### src/rtl/sram_like_arbiter.sv
// sram_like_arbiter
//   Arbitrates two SRAM-like masters (instruction fetch and data) onto one
//   SRAM-like port toward an AXI bridge. At most one transaction is outstanding.
//   Data requests win over instruction fetches, except that a fetch is forced
//   through once STARVE_LIMIT consecutive data grants have been made while it
//   was waiting.
//
// Ports
//   clk, rst                  clock; synchronous active-high reset
//   inst_req/inst_addr        fetch request in; inst_addr_ok/inst_data_ok out
//   data_req/wr/size/addr/wdata  data request in; data_addr_ok/data_data_ok out
//   rdata                     read data, qualified by the owner's *_data_ok
//   m_req/wr/size/addr/wdata  muxed request toward the bridge
//   m_addr_ok/m_data_ok/m_rdata  bridge handshake and read data
module sram_like_arbiter #(
  parameter int unsigned STARVE_LIMIT = 4
) (
  input  logic        clk,
  input  logic        rst,
  input  logic        inst_req,
  input  logic [31:0] inst_addr,
  output logic        inst_addr_ok,
  output logic        inst_data_ok,
  input  logic        data_req,
  input  logic        data_wr,
  input  logic [1:0]  data_size,
  input  logic [31:0] data_addr,
  input  logic [31:0] data_wdata,
  output logic        data_addr_ok,
  output logic        data_data_ok,
  output logic [31:0] rdata,
  output logic        m_req,
  output logic        m_wr,
  output logic [1:0]  m_size,
  output logic [31:0] m_addr,
  output logic [31:0] m_wdata,
  input  logic        m_addr_ok,
  input  logic        m_data_ok,
  input  logic [31:0] m_rdata
);

  typedef enum logic [1:0] {S_IDLE, S_ADDR, S_DATA} state_e;
  typedef enum logic {OWN_DATA = 1'b0, OWN_INST = 1'b1} owner_e;

  localparam logic [3:0] LIMIT = 4'(STARVE_LIMIT);

  state_e      state_q, state_d;
  owner_e      owner_q, owner_d;
  logic [3:0]  starve_q, starve_d;

  // Last values driven on the m_* request fields, shown while not in ADDR.
  logic        hold_wr_q;
  logic [1:0]  hold_size_q;
  logic [31:0] hold_addr_q;
  logic [31:0] hold_wdata_q;

  logic owner_req;
  logic arb_en;
  logic inst_wins;

  assign owner_req = (owner_q == OWN_INST) ? inst_req : data_req;
  assign arb_en    = (state_q == S_IDLE) || ((state_q == S_DATA) && m_data_ok);
  assign inst_wins = inst_req && (!data_req || (starve_q == LIMIT));

  // Next-state: arbitration happens in IDLE and on the completing DATA cycle,
  // so a back-to-back request goes straight to ADDR without an IDLE bubble.
  always_comb begin
    state_d  = state_q;
    owner_d  = owner_q;
    starve_d = starve_q;
    if (arb_en) begin
      if (inst_req || data_req) begin
        state_d = S_ADDR;
        if (inst_wins) begin
          owner_d  = OWN_INST;
          starve_d = '0;
        end else begin
          owner_d = OWN_DATA;
          if (inst_req && (starve_q != LIMIT)) begin
            starve_d = starve_q + 4'd1;
          end
        end
      end else begin
        state_d = S_IDLE;
      end
    end else if (state_q == S_ADDR) begin
      // An owner that drops its request keeps ownership; nothing is accepted.
      if (m_addr_ok && owner_req) begin
        state_d = S_DATA;
      end
    end
  end

  always_comb begin
    m_req        = 1'b0;
    m_wr         = hold_wr_q;
    m_size       = hold_size_q;
    m_addr       = hold_addr_q;
    m_wdata      = hold_wdata_q;
    inst_addr_ok = 1'b0;
    data_addr_ok = 1'b0;
    inst_data_ok = 1'b0;
    data_data_ok = 1'b0;
    rdata        = '0;
    case (state_q)
      S_ADDR: begin
        m_req = owner_req;
        if (owner_q == OWN_INST) begin
          m_wr         = 1'b0;
          m_size       = 2'd2;
          m_addr       = inst_addr;
          m_wdata      = '0;
          inst_addr_ok = m_addr_ok;
        end else begin
          m_wr         = data_wr;
          m_size       = data_size;
          m_addr       = data_addr;
          m_wdata      = data_wdata;
          data_addr_ok = m_addr_ok;
        end
      end
      S_DATA: begin
        rdata = m_rdata;
        if (owner_q == OWN_INST) begin
          inst_data_ok = m_data_ok;
        end else begin
          data_data_ok = m_data_ok;
        end
      end
      default: ;
    endcase
  end

  always_ff @(posedge clk) begin
    if (rst) begin
      state_q      <= S_IDLE;
      owner_q      <= OWN_DATA;
      starve_q     <= '0;
      hold_wr_q    <= 1'b0;
      hold_size_q  <= '0;
      hold_addr_q  <= '0;
      hold_wdata_q <= '0;
    end else begin
      state_q  <= state_d;
      owner_q  <= owner_d;
      starve_q <= starve_d;
      if (state_q == S_ADDR) begin
        hold_wr_q    <= m_wr;
        hold_size_q  <= m_size;
        hold_addr_q  <= m_addr;
        hold_wdata_q <= m_wdata;
      end
    end
  end

endmodule

### config.mk
export PLATFORM = sky130hd
export DESIGN_NAME = sram_like_arbiter
export DESIGN_NICKNAME = d
export VERILOG_FILES = /design/src/rtl/sram_like_arbiter.sv
export SDC_FILE = /design/constraint.sdc
export NUM_CORES = 1
export LEC_CHECK = 0
export BUFFER_PORTS_ARGS = -buffer_cell sky130_fd_sc_hd__buf_4
export CAP_MARGIN = 25
export CORE_ASPECT_RATIO = 0.5
export CORE_MARGIN = 10
export CORE_UTILIZATION = 46
export CTS_BUF_LIST = sky130_fd_sc_hd__clkbuf_2
export CTS_CLUSTER_SIZE = 25
export DETAILED_ROUTE_END_ITERATION = 16
export PLACE_DENSITY = 0.95
export RECOVER_POWER = 25
export SLEW_MARGIN = 20
export SYNTH_ARGS = -nofsm -noshare
export SYNTH_HDL_FRONTEND = slang
export SYNTH_SLANG_ARGS = --single-unit
### constraint.sdc
create_clock -name clk -period 3.8 [get_ports clk]
set_input_delay 0.19 -clock clk [delete_from_list [all_inputs] [get_ports clk]]
set_output_delay 0.19 -clock clk [all_outputs]
set_load 0.01 [all_outputs]
# [Yosys cells after proc, flatten, opt, wreduce, memory -nomap -nowiden]
# Index checks and enable logic that the tools add are counted.
[totals] latchBits=0 ram_bits=0 n_memories=0 rom_bits=0 inputBits=137 output_inout_bits=104 ff_bits=74
[op_classes] mul=0 order_cmp=0 muxes=26 add_sub_neg=1 bitwise=0 n_div=0 n_reduce_logical=15 eq_ne=4 shifts=0
[op_table] op="two-way mux 32 bit" n=5
[op_table] op="two-way mux 1 bit" n=14
[op_table] op="two-way mux 2 bit" n=5
[op_table] op="two-way mux 4 bit" n=2
[op_table] op="nonzero test 2 bit" n=3
[op_table] op="adder 4 x 1 -> 4 bit (second input constant)" n=1
[op_table] op="== test 4 x 3 -> 1 bit (second input constant)" n=1
[op_table] op="logical AND 1 bit" n=4
[op_table] op="!= test 4 x 3 -> 1 bit (second input constant)" n=1
[op_table] op="AND reduction 2 bit" n=2
[op_table] op="logical OR 1 bit" n=3
[op_table] op="AND reduction 3 bit" n=1
[op_table] op="== test 2 x 1 -> 1 bit (second input constant)" n=1
[op_table] op="== test 2 bit (second input constant)" n=1
[op_table] op="logical NOT 2 bit" n=1
[op_table] op="logical NOT 1 bit" n=1

# [Longest topological paths before layout]
[depth] word_depth=5 ltp_mapped=6 mapped_depth_nobuf=5

# [Worst setup path after synthesis]
# OpenSTA, ideal clock, no wires.
[synth_timing] path_kind="reg2out" start="register owner_q" end="output m_addr[10]" required_time_ns=3.610 slack_ns=2.440 arrival_time_ns=1.170 path_stages_with_launch=6 path_cell_list="dfxtp_1 buf_4 buf_2 mux2_2 nand2_2 nand2_1"
[synth_between] elab_chain_cells=2
[synth_rtl] element="from (decl)" line_no="48" rtl="owner_e owner_q, owner_d;"
[synth_rtl] element="from (signal assigned)" line_no="145" rtl="owner_q <= owner_d;"
[synth_rtl] element="two-way mux 32 bit" line_no="108" rtl="if (owner_q == OWN_INST) begin"
[synth_rtl] element="two-way mux 32 bit" line_no="105" rtl="case (state_q)"
[synth_rtl] element="to (decl)" line_no="35" rtl="output logic [31:0] m_addr,"
# No other way between the ends.

# [Worst setup path after layout]
[layout_timing] start="register state_q[1]" end="output m_wdata[4]"
[layout_between] elab_chain_cells=2
[layout_rtl] element="from (decl)" line_no="47" rtl="state_e state_q, state_d;"
[layout_rtl] element="from (signal assigned)" line_no="144" rtl="state_q <= state_d;"
[layout_rtl] element="== test 2 x 1 -> 1 bit" line_no="105"
[layout_rtl] element="two-way mux 32 bit" line_no="105"
[layout_rtl] element="to (decl)" line_no="36" rtl="output logic [31:0] m_wdata,"
# No other way between the ends.

==> results.cfg <==
[outcome]
outcome = completed

[drt]
ant_nets = 0
vias_per_cell = 5.036
routed_wl_mm = 14.41
drt_iter0_markers = 224
vias = 4361
firstDrtPassIters = 4
avgRoutedWirePerCell_um = 16.64
drc = 0

[clock_network]
clock_path_buffers = 2
tritoncts = built
htreeDepth = 3
clk_pin_slew_ps = 170
post-cts-setup-buffer-count = 0
clock_latency_ps = 520
cts.sinks = 74
numCtsBuffers = 9
cts_root_buf = clkbuf_2

[sta]
finalMaxSlewViolations = 0
slew_headroom_pct = 38.13
holdWs_ps = 56.01
fin_crit_sh_pct = 72.22
finalClockSkew_ps = 21.26
layout_min_cycle_time_ps = 2744
clock.fmax_ghz = 0.3644
hold_violations = 0
tightest_slew_ps = 928.1
rsz0062_at_grt = no
finalSetupViolations = 0
setup_tns_ps = 0

[grt]
overflow = 0
antenna_found_initial = 0
grt_pass1_wl_mm = 22.09
grt_max_degree = 75
grt.total_usage_pct = 21.47
grt_pass1_vias = 4452

[worst_setup_path]
cp_top_family = simple AND/OR/NAND/NOR gates
path_buf_inv = 3
path_cells = nand2b_1 > buf_16 > buf_4 > nand2_1 > nand2_1 > buf_4
reg2reg_slack_ps = 1750
worstRegToRegCells = 4
crit_fanout = 33
cp-end-kind = primary output
timing.rr.start = state_q[0]
worst_path_max_delay_cell = nand2b_1
worstSetupPathType = reg2out
crit_path_start_kind = flop
slowest_delay_ps = 750
required_ps = 3610
cp.arrival_ps = 2550
reg2reg_to = hold_wdata_q[14]

[final_layout]
drive_gt1_share_pct = 41.25
final_cell_mix = buf_4, nand2_1, dfxtp_1
area_growth_pct = 58.63
layout.nets = 888
design_area_um2 = 6070
antenna_cells = 0
layout_commonest_cell = buf_4
final_core_util_pct = 75.33

[run]
cap_viol_max_count = 0

[logic_synthesis]
synth_area_leaders = dfxtp_1, nand2_1, mux2_2
synth_ff_type = dfxtp_1
synthArstFlopShare_pct = 0
syn_nets = 630
syn_area_per_cell_um2 = 7.793
yosysSeqAreaShare_pct = 38.72
ys_warn_count = 0
syn-cell-area_um2 = 3826
ys_seq_elements = 74
synth-edff-count = 0
synth_top_area_share_pct = 38.72
synth_cell_type_count = 33
postSynthCellCount = 491
synth.largest_area_cell = dfxtp_1

[placement]
placed_cell_area_um2 = 5608
gp_congestion = 0.8140
hpwlAfterDp_mm = 10.56
io_buffer_count = 240

[pwr]
max-vdd-ir-drop_mv = 0.1411
switching_share_pct = 31.91
power_density_nw_per_um2 = 302.7
p_clk_share_pct = 19.0
leakage_uw = 0.003037
internal_power_uw = 1251
pwr-share-comb_pct = 34.3
power_switching_uw = 586.2
seqPwrFrac_pct = 46.7

[floorplan]
start_util_pct = 47.48
die-area_um2 = 12590
core_area_um2 = 8058
rows = 23
die_height_um = 84.49
die_w_um = 149.0
io_pins = 241

[worst_hold_path]
holdPathStages = 4
min_to = state_q[1]
hold_start = m_data_ok
hp-class = in2reg
==> cell usage after synthesis (7+ instances only) <==
library cell and count:
buf_2 9, buf_4 9, nand3b_1 35, a21oi_1 58, nor2_1 7, nand2_2 10
and2_1 32, dfxtp_1 74, nand2_1 159, mux2_2 32, a21oi_2 10, clkbuf_1 15
==> power groups by stage <==
stage / clock [uW] / sequential (uW) / combinational [uW]
finish: 349 / 858 / 630
global route: 387 / 866 / 683
CTS: 359 / 858 / 622
global placement: 0 / 871 / 575
floorplan: 0 / 859 / 309
detailed placement: 0 / 875 / 589
==> worst max-delay path by stage <==
stage	cells past startpoint	from	slack, ps	endpoint
2_1_floorplan	5	owner_q	2440	m_addr[10]
3_3_place_gp	5	state_q[1]	1720	m_size[1]
3_5_place_dp	5	state_q[0]	1640	m_wdata[14]
4_1_cts	5	state_q[0]	1050	m_wdata[14]
5_1_grt	6	state_q[1]	830	m_wdata[4]
6_report	6	state_q[1]	1060	m_wdata[4]
==> area by class of cell <==
cell class              instances  area [um2]
clock buffers                  12       60.06
clock inverters                 4       18.77
fillers                       593        1988
inverters                       6       22.52
multi-input cells             376        2128
flip-flops and latches         74        1485
well taps                     112       140.1
repair buffers                282        2215
==> cells by family after synthesis <==
| family | count (synthesis) | synth area share [%] |
|---|---|---|
| buf+inv | 41 | 5.690 |
| mux | 33 | 9.680 |
| flops | 74 | 38.72 |
| simple gates | 262 | 33.13 |
| compound gates | 79 | 12.13 |
| fa+ha+maj | 2 | 0.6539 |
==> stage by stage <==
| stage | cells | setup slack (ps) | power [uW] |
|---|---|---|---|
| after floorplan | 491 | 2440 | 1169 |
| after global placement | 812 | 1716 | 1447 |
| after detailed placement | 812 | 1641 | 1463 |
| after CTS | 865 | 1048 | 1839 |
| after global routing | 866 | 831.9 | 1936 |
| final | 866 | 1056 | 1837 |
==> tightest hold or removal path: stages <==
cell	delay (ps)
buf_4	100
inv_1	40
o21ai_0	130
a21oi_1	70
==> flip-flops by register name, summed over array words and instances (netlist names) <==
register,count
hold_wdata_q,32
hold_addr_q,32
hold_wr_q,1
state_q,2
owner_q,1
starve_q,4
hold_size_q,2
==> timing repair <==
| action | CTS | global route |
|---|---|---|
| hold endpoints to repair | 38 | 0 |
| hold buffers | 37 | 0 |
| gates resized for setup | 0 | 0 |
==> layer usage <==
metal | track usage, % | part of all wire, % | up-vias
met2 | 42.59 | 55 | 156
met4 | 9.655 | 3.3 | 0
met5 | 0 | 0 | -
met3 | 7.976 | 7.4 | 37
li1 | - | - | 2143
met1 | 18.85 | 34 | 2025
Note: power is estimated with default switching activity, not from simulation.
